--- src/rtl/armleocpu_axi_sram_target_pkg.sv ---
// Shared AXI codes and FSM state encoding for the AXI SRAM target.
//
// Contents:
//   BURST_*     AXI burst type codes (FIXED=0, INCR=1, WRAP=2)
//   RESP_*      AXI response codes (OKAY=0, SLVERR=2, DECERR=3)
//   state_t     target FSM states
//   wrap_len_ok legal WRAP burst lengths (2, 4, 8 or 16 beats)
package armleocpu_axi_sram_target_pkg;

  localparam logic [1:0] BURST_FIXED = 2'd0;
  localparam logic [1:0] BURST_INCR  = 2'd1;
  localparam logic [1:0] BURST_WRAP  = 2'd2;

  localparam logic [1:0] RESP_OKAY   = 2'd0;
  localparam logic [1:0] RESP_SLVERR = 2'd2;
  localparam logic [1:0] RESP_DECERR = 2'd3;

  typedef enum logic [2:0] {
    ST_IDLE,
    ST_WRITE,
    ST_WRITE_RESP,
    ST_READ_ISSUE,
    ST_READ_DATA
  } state_t;

  // AXI len field encodes beats-1, so legal wrap lengths are 1, 3, 7, 15.
  function automatic logic wrap_len_ok(input logic [7:0] len);
    return (len == 8'd1) || (len == 8'd3) || (len == 8'd7) || (len == 8'd15);
  endfunction

endpackage

--- src/rtl/armleocpu_axi_burst_addr.sv ---
// Combinational AXI beat address generator.
//
// Ports:
//   addr      in   current beat byte address
//   len       in   AXI burst length (beats-1)
//   size      in   AXI beat size (log2 bytes)
//   burst     in   AXI burst type
//   next_addr out  byte address of the following beat
//   wrap_err  out  WRAP burst with an illegal length
module armleocpu_axi_burst_addr
  import armleocpu_axi_sram_target_pkg::*;
#(
  parameter int ADDR_WIDTH = 32
) (
  input  logic [ADDR_WIDTH-1:0] addr,
  input  logic [7:0]            len,
  input  logic [2:0]            size,
  input  logic [1:0]            burst,
  output logic [ADDR_WIDTH-1:0] next_addr,
  output logic                  wrap_err
);

  logic [ADDR_WIDTH-1:0] step;
  logic [ADDR_WIDTH-1:0] incr_addr;
  logic [ADDR_WIDTH-1:0] wrap_mask;

  always_comb begin
    step      = ADDR_WIDTH'(1) << size;
    incr_addr = addr + step;
    // Wrap window is (len+1)<<size bytes; low bits roll over inside it.
    wrap_mask = ((ADDR_WIDTH'(len) + ADDR_WIDTH'(1)) << size) - ADDR_WIDTH'(1);
    wrap_err  = (burst == BURST_WRAP) && !wrap_len_ok(len);
    case (burst)
      BURST_FIXED: next_addr = addr;
      BURST_WRAP:  next_addr = wrap_err ? incr_addr
                                        : ((addr & ~wrap_mask) | (incr_addr & wrap_mask));
      default:     next_addr = incr_addr;
    endcase
  end

endmodule

--- src/rtl/armleocpu_axi_sram_target.sv ---
// AXI4 target in front of a single-port synchronous SRAM (1-cycle read latency).
// One outstanding burst; AW/AR arbitrated round-robin; out-of-window beats
// answer DECERR, illegal WRAP lengths answer SLVERR, neither touches memory.
//
// Ports:
//   clk, rst_n             clock, synchronous active-low reset
//   axi_aw* / axi_w*       write address / write data (client side)
//   axi_b*                 write response
//   axi_ar* / axi_r*       read address / read data
//   mem_cs, mem_we         SRAM strobe and write enable (we qualified by cs)
//   mem_addr               SRAM word address
//   mem_wdata, mem_wstrb   SRAM write data and byte enables
//   mem_rdata              SRAM read data, valid the cycle after a read strobe
module armleocpu_axi_sram_target
  import armleocpu_axi_sram_target_pkg::*;
#(
  parameter int                    ADDR_WIDTH = 32,
  parameter int                    DATA_WIDTH = 32,
  parameter int                    ID_WIDTH   = 4,
  parameter int                    DEPTH      = 1024,
  parameter logic [ADDR_WIDTH-1:0] BASE_ADDR  = '0
) (
  input  logic                      clk,
  input  logic                      rst_n,

  input  logic                      axi_awvalid,
  output logic                      axi_awready,
  input  logic [ADDR_WIDTH-1:0]     axi_awaddr,
  input  logic [7:0]                axi_awlen,
  input  logic [2:0]                axi_awsize,
  input  logic [1:0]                axi_awburst,
  input  logic                      axi_awlock,
  input  logic [ID_WIDTH-1:0]       axi_awid,
  input  logic [2:0]                axi_awprot,

  input  logic                      axi_wvalid,
  output logic                      axi_wready,
  input  logic [DATA_WIDTH-1:0]     axi_wdata,
  input  logic [DATA_WIDTH/8-1:0]   axi_wstrb,
  input  logic                      axi_wlast,

  output logic                      axi_bvalid,
  input  logic                      axi_bready,
  output logic [1:0]                axi_bresp,
  output logic [ID_WIDTH-1:0]       axi_bid,

  input  logic                      axi_arvalid,
  output logic                      axi_arready,
  input  logic [ADDR_WIDTH-1:0]     axi_araddr,
  input  logic [7:0]                axi_arlen,
  input  logic [2:0]                axi_arsize,
  input  logic [1:0]                axi_arburst,
  input  logic                      axi_arlock,
  input  logic [ID_WIDTH-1:0]       axi_arid,
  input  logic [2:0]                axi_arprot,

  output logic                      axi_rvalid,
  input  logic                      axi_rready,
  output logic [1:0]                axi_rresp,
  output logic                      axi_rlast,
  output logic [DATA_WIDTH-1:0]     axi_rdata,
  output logic [ID_WIDTH-1:0]       axi_rid,

  output logic                      mem_cs,
  output logic                      mem_we,
  output logic [$clog2(DEPTH)-1:0]  mem_addr,
  output logic [DATA_WIDTH-1:0]     mem_wdata,
  output logic [DATA_WIDTH/8-1:0]   mem_wstrb,
  input  logic [DATA_WIDTH-1:0]     mem_rdata
);

  localparam int                  STRB_W    = DATA_WIDTH / 8;
  localparam int                  MEM_AW    = $clog2(DEPTH);
  localparam int                  OFF_W     = $clog2(STRB_W);
  localparam logic [ADDR_WIDTH:0] WIN_BYTES = (ADDR_WIDTH+1)'(DEPTH * STRB_W);

  state_t                state_q, state_d;
  logic                  last_was_write;
  logic [ID_WIDTH-1:0]   id_q;
  logic [7:0]            len_q;
  logic [2:0]            size_q;
  logic [1:0]            burst_q;
  logic [ADDR_WIDTH-1:0] addr_q;
  logic [7:0]            cnt_q;
  logic                  decerr_seen;
  logic                  rd_first;
  logic [DATA_WIDTH-1:0] rdata_q;

  logic                  grant_w, grant_r;
  logic [ADDR_WIDTH-1:0] next_addr;
  logic                  wrap_err;
  logic [ADDR_WIDTH-1:0] offset;
  logic                  in_range;
  logic                  beat_ok;
  logic [1:0]            beat_resp;
  logic                  beat_last;
  logic [DATA_WIDTH-1:0] rdata_fwd;

  logic unused_inputs;
  assign unused_inputs = ^{axi_awlock, axi_awprot, axi_arlock, axi_arprot, axi_wlast};

  armleocpu_axi_burst_addr #(
    .ADDR_WIDTH (ADDR_WIDTH)
  ) u_burst_addr (
    .addr      (addr_q),
    .len       (len_q),
    .size      (size_q),
    .burst     (burst_q),
    .next_addr (next_addr),
    .wrap_err  (wrap_err)
  );

  // Per-beat window decode on the current beat address.
  assign offset    = addr_q - BASE_ADDR;
  assign in_range  = (addr_q >= BASE_ADDR) && ({1'b0, offset} < WIN_BYTES);
  assign beat_ok   = in_range && !wrap_err;
  assign beat_resp = wrap_err ? RESP_SLVERR : (in_range ? RESP_OKAY : RESP_DECERR);
  assign beat_last = (cnt_q == len_q);

  // mem_rdata is the SRAM's own output register, so it is forwarded on the
  // first data cycle and held in rdata_q for any backpressure cycles after.
  assign rdata_fwd = (axi_rresp == RESP_OKAY) ? mem_rdata : '0;
  assign axi_rdata = rd_first ? rdata_fwd : rdata_q;

  always_comb begin
    grant_w     = axi_awvalid && (!axi_arvalid || !last_was_write);
    grant_r     = axi_arvalid && !grant_w;
    state_d     = state_q;
    axi_awready = 1'b0;
    axi_arready = 1'b0;
    axi_wready  = 1'b0;
    mem_cs      = 1'b0;
    mem_we      = 1'b0;
    mem_addr    = '0;
    mem_wdata   = '0;
    mem_wstrb   = '0;
    // While reset is held nothing is granted and the SRAM is never strobed.
    if (rst_n) begin
      case (state_q)
        ST_IDLE: begin
          axi_awready = grant_w;
          axi_arready = grant_r;
          if (grant_w)      state_d = ST_WRITE;
          else if (grant_r) state_d = ST_READ_ISSUE;
        end
        ST_WRITE: begin
          axi_wready = 1'b1;
          if (axi_wvalid) begin
            if (beat_ok) begin
              mem_cs    = 1'b1;
              mem_we    = 1'b1;
              mem_addr  = offset[OFF_W +: MEM_AW];
              mem_wdata = axi_wdata;
              mem_wstrb = axi_wstrb;
            end
            // Completion is counted; wlast is not trusted.
            if (beat_last) state_d = ST_WRITE_RESP;
          end
        end
        ST_WRITE_RESP: begin
          if (axi_bready) state_d = ST_IDLE;
        end
        ST_READ_ISSUE: begin
          if (beat_ok) begin
            mem_cs   = 1'b1;
            mem_addr = offset[OFF_W +: MEM_AW];
          end
          state_d = ST_READ_DATA;
        end
        ST_READ_DATA: begin
          if (axi_rready) state_d = axi_rlast ? ST_IDLE : ST_READ_ISSUE;
        end
        default: state_d = ST_IDLE;
      endcase
    end
  end

  always_ff @(posedge clk) begin
    if (!rst_n) state_q <= ST_IDLE;
    else        state_q <= state_d;
  end

  always_ff @(posedge clk) begin
    if (!rst_n) begin
      last_was_write <= 1'b0;
      id_q           <= '0;
      len_q          <= '0;
      size_q         <= '0;
      burst_q        <= '0;
      addr_q         <= '0;
      cnt_q          <= '0;
      decerr_seen    <= 1'b0;
      rd_first       <= 1'b0;
      rdata_q        <= '0;
      axi_bvalid     <= 1'b0;
      axi_bresp      <= RESP_OKAY;
      axi_bid        <= '0;
      axi_rvalid     <= 1'b0;
      axi_rresp      <= RESP_OKAY;
      axi_rlast      <= 1'b0;
      axi_rid        <= '0;
    end else begin
      case (state_q)
        ST_IDLE: begin
          cnt_q       <= '0;
          decerr_seen <= 1'b0;
          if (grant_w) begin
            last_was_write <= 1'b1;
            id_q           <= axi_awid;
            len_q          <= axi_awlen;
            size_q         <= axi_awsize;
            burst_q        <= axi_awburst;
            addr_q         <= axi_awaddr;
          end else if (grant_r) begin
            last_was_write <= 1'b0;
            id_q           <= axi_arid;
            len_q          <= axi_arlen;
            size_q         <= axi_arsize;
            burst_q        <= axi_arburst;
            addr_q         <= axi_araddr;
          end
        end
        ST_WRITE: begin
          if (axi_wvalid) begin
            if (!in_range) decerr_seen <= 1'b1;
            if (beat_last) begin
              axi_bvalid <= 1'b1;
              axi_bid    <= id_q;
              axi_bresp  <= wrap_err ? RESP_SLVERR
                          : ((decerr_seen || !in_range) ? RESP_DECERR : RESP_OKAY);
            end else begin
              cnt_q  <= cnt_q + 8'd1;
              addr_q <= next_addr;
            end
          end
        end
        ST_WRITE_RESP: begin
          if (axi_bready) axi_bvalid <= 1'b0;
        end
        ST_READ_ISSUE: begin
          axi_rvalid <= 1'b1;
          axi_rid    <= id_q;
          axi_rresp  <= beat_resp;
          axi_rlast  <= beat_last;
          rd_first   <= 1'b1;
        end
        ST_READ_DATA: begin
          rd_first <= 1'b0;
          if (rd_first) rdata_q <= rdata_fwd;
          if (axi_rready) begin
            axi_rvalid <= 1'b0;
            if (!axi_rlast) begin
              cnt_q  <= cnt_q + 8'd1;
              addr_q <= next_addr;
            end
          end
        end
        default: ;
      endcase
    end
  end

endmodule

--- config.mk ---
export PLATFORM = sky130hd
export DESIGN_NAME = armleocpu_axi_sram_target
export DESIGN_NICKNAME = d
export VERILOG_FILES = /design/src/rtl/armleocpu_axi_sram_target_pkg.sv /design/src/rtl/armleocpu_axi_burst_addr.sv /design/src/rtl/armleocpu_axi_sram_target.sv
export SDC_FILE = /design/constraint.sdc
export NUM_CORES = 1
export LEC_CHECK = 0
export CORE_ASPECT_RATIO = 1.2
export CORE_MARGIN = 2
export CORE_UTILIZATION = 50
export CTS_CLUSTER_DIAMETER = 200
export DETAILED_ROUTE_END_ITERATION = 16
export PLACE_DENSITY = 0.88
export SYNTH_ARGS = -nofsm -noshare
export SYNTH_HDL_FRONTEND = slang
export SYNTH_SLANG_ARGS = --single-unit
--- constraint.sdc ---
create_clock -name clk -period 8.7 [get_ports clk]
set_input_delay 2.175 -clock clk [delete_from_list [all_inputs] [get_ports clk]]
set_output_delay 2.175 -clock clk [all_outputs]
set_load 0.005 [all_outputs]
==> out/qor.csv <==
metric;value;unit
crit_path_end_kind;output pin;
fin_ws;1.85;ns
skew;0.0104;ns
cts_num_sinks;110;
status;completed;
relSlewSlack;25.4;%
grt_pass1_wl;42.6;mm
cts_tree;built;
multi_input_area;5220;sq um
max_freq;0.146;GHz
worstSkewPairLatency;0.37;ns
syn-mean-instance-area;7.07;sq um
critPathRequiredTime;6.53;ns
grt_pass1_vias;8432;
worstRegToRegCells;15;
drv_cap;0;
cts.clk_slew.worst_paths;0.08;ns
vias;9070;
yosys-top-cells-area;dfxtp_1, nand2_1, a21oi_1;
antennaDiodeCount;0;
post-dp-hpwl;19.7;mm
synth_common_cells;nand2_1, dfxtp_1, nor2_1, a21oi_1, clkbuf_1;
synth_simple_gate_area_share;30.6;%
vdd_drop_max;155;uV
coreArea;15600;sq um
period_needed;6.85;ns
yosysSeqAreaShare;27.7;%
antenna_found_initial;0;
wire_per_inst;17.8;um
nFillCells;1279;
period_share;78.7;%
p_per_area;241;nW/um^2
drt_iter0_markers;834;
die_w;119;um
portBuffers;270;
fin_util;70.4;%
synth_top_family_by_area;simple AND/OR/NAND/NOR gates;
yosys_warnings;0;
final_max_slew_viol_count;0;
setup_tns;0;ns
yosysTopAreaCell;dfxtp_1;
synthXorXnorAreaFrac;3.95;%
ys_seq_elements;110;
firstDrtPassIters;5;
synth_edf_count;0;
grt-ovfl-total;0;
use_met2;49.8;%
synth_cell_types;82;
cp_max_fo;91;
crit_type;primary input to output pin;
grt_max_degree;92;
h-tree-depth;3;
synth_nets;1321;
tightest_slew;1.12;ns
drcViolationCount;0;
nets;1525;
numCtsBuffers;9;
synth_compound_area_share;26.0;%
regArea;2200;sq um
syn_area;7950;sq um
hold_path_depth;2;
yosys.cell_count.top_type;nand2_1;
cts_setup_buffers;0;
rsz0062_at_grt;no;
leakage;0.00446;uW
grt_use_met1;40.7;%
gp_congestion;0.936;
start_util;51.1;%
wirelength;27.4;mm
synth_ff_type;dfxtp_1;
vias_per_cell;5.88;
top_usage_layer;met2;
fp.dieH;142;um
ios;280;
final_layout_size_suffix_gt1_share;4.12;%
setup_viol;0;
power;2640;uW
critPathLaunchType;primary input;
arrival;4.68;ns
die_area;16900;sq um
yosys.area.top_type_share;27.7;%
min_path_type;flop to flop;
track_usage;30.8;%
dpl_worst_slack;1.93;ns
clk_path_buf_depth;2;
muxShareOfSynthArea;2.55;%
hold_ws;0.465;ns
async_reset_ff_share;0;%
use_met3;5.65;%
cts_root_buf;clkbuf_16;
cts_resized;0;
area_growth;37.8;%
ctsHoldBuffers;0;
drtAntennaViolNets;0;
hold_viol;0;
yosys.area_share.adder;2.30;%
synth_cells;1125;
num_rows;50;
[logic make-up after synthesis]
logic type / Yosys count
AO/OA/AOI/OAI: 305
XOR/XNOR: 35
adder cells (fa/ha/maj): 14
buffers and inverters: 141
flip-flops: 110
multiplexers: 20
AND/OR/NAND/NOR: 500
[final cells by class]
cell class,count,share of cell area [%]
clock buffers,9,2.05
well taps,208,2.37
repair buffers,281,25.4
clock inverters,7,0.719
inverters,53,1.81
multi-input cells,874,47.6
flip-flops and latches,110,20.1
[path summary, 6_finish.rpt]
check,start,endpoint,slack [ns]
worst max-delay path,rst_n,axi_awready,1.85
worst min-delay path,axi_rid[1],axi_rid[1],0.46
worst max register to register,size_q[0],flop,4.28
worst min register to register,axi_rid[1],axi_rid[1],0.46
[metal layers]
| metal | up-vias | wire (um) | part of all wire, % |
|---|---|---|---|
| met5 | - | 0 | 0 |
| met4 | 0 | 833 | 3.0 |
| met3 | 61 | 2090 | 7.6 |
| met2 | 380 | 12900 | 47 |
| met1 | 4214 | 11600 | 42 |
| li1 | 4415 | - | - |
[cells in the final DEF, fill, tap and decap left out, drive strengths merged, types with 8 or more instances in the layout]
cell type and n:
a21oi 82, nor2 93, nand4 10, mux2i 18, xnor2 12, ha 13
a31oi 16, a211oi 10, nor2b 9, nand3 33, o21ai 77, nor4 13
a311oi 17, and2 51, and3 47, xor2 23, buf 12, clkdlybuf4s50 269
dfxtp 110, o211ai 8, inv 58, or3 8, clkbuf 9, a41o 33
nor3 27, nand2 181
[through the flow]
stage               area [sq um]  instances
global route               11000       1542
global placement           10700       1526
floorplan                   7950       1125
CTS                        11000       1542
detailed placement         10700       1526
finish                     11000       1542
[report_power, final]
part,switching [uW],internal [uW]
sequential,190,611
combinational,834,563
clock,233,208
[critical path: stages]
cell             delay [ns]
buf_2                  0.09
buf_4                  0.67
inv_2                  0.66
nor3_1                 0.43
clkdlybuf4s50_1        0.61
Note: power is estimated with default switching activity, not from simulation.
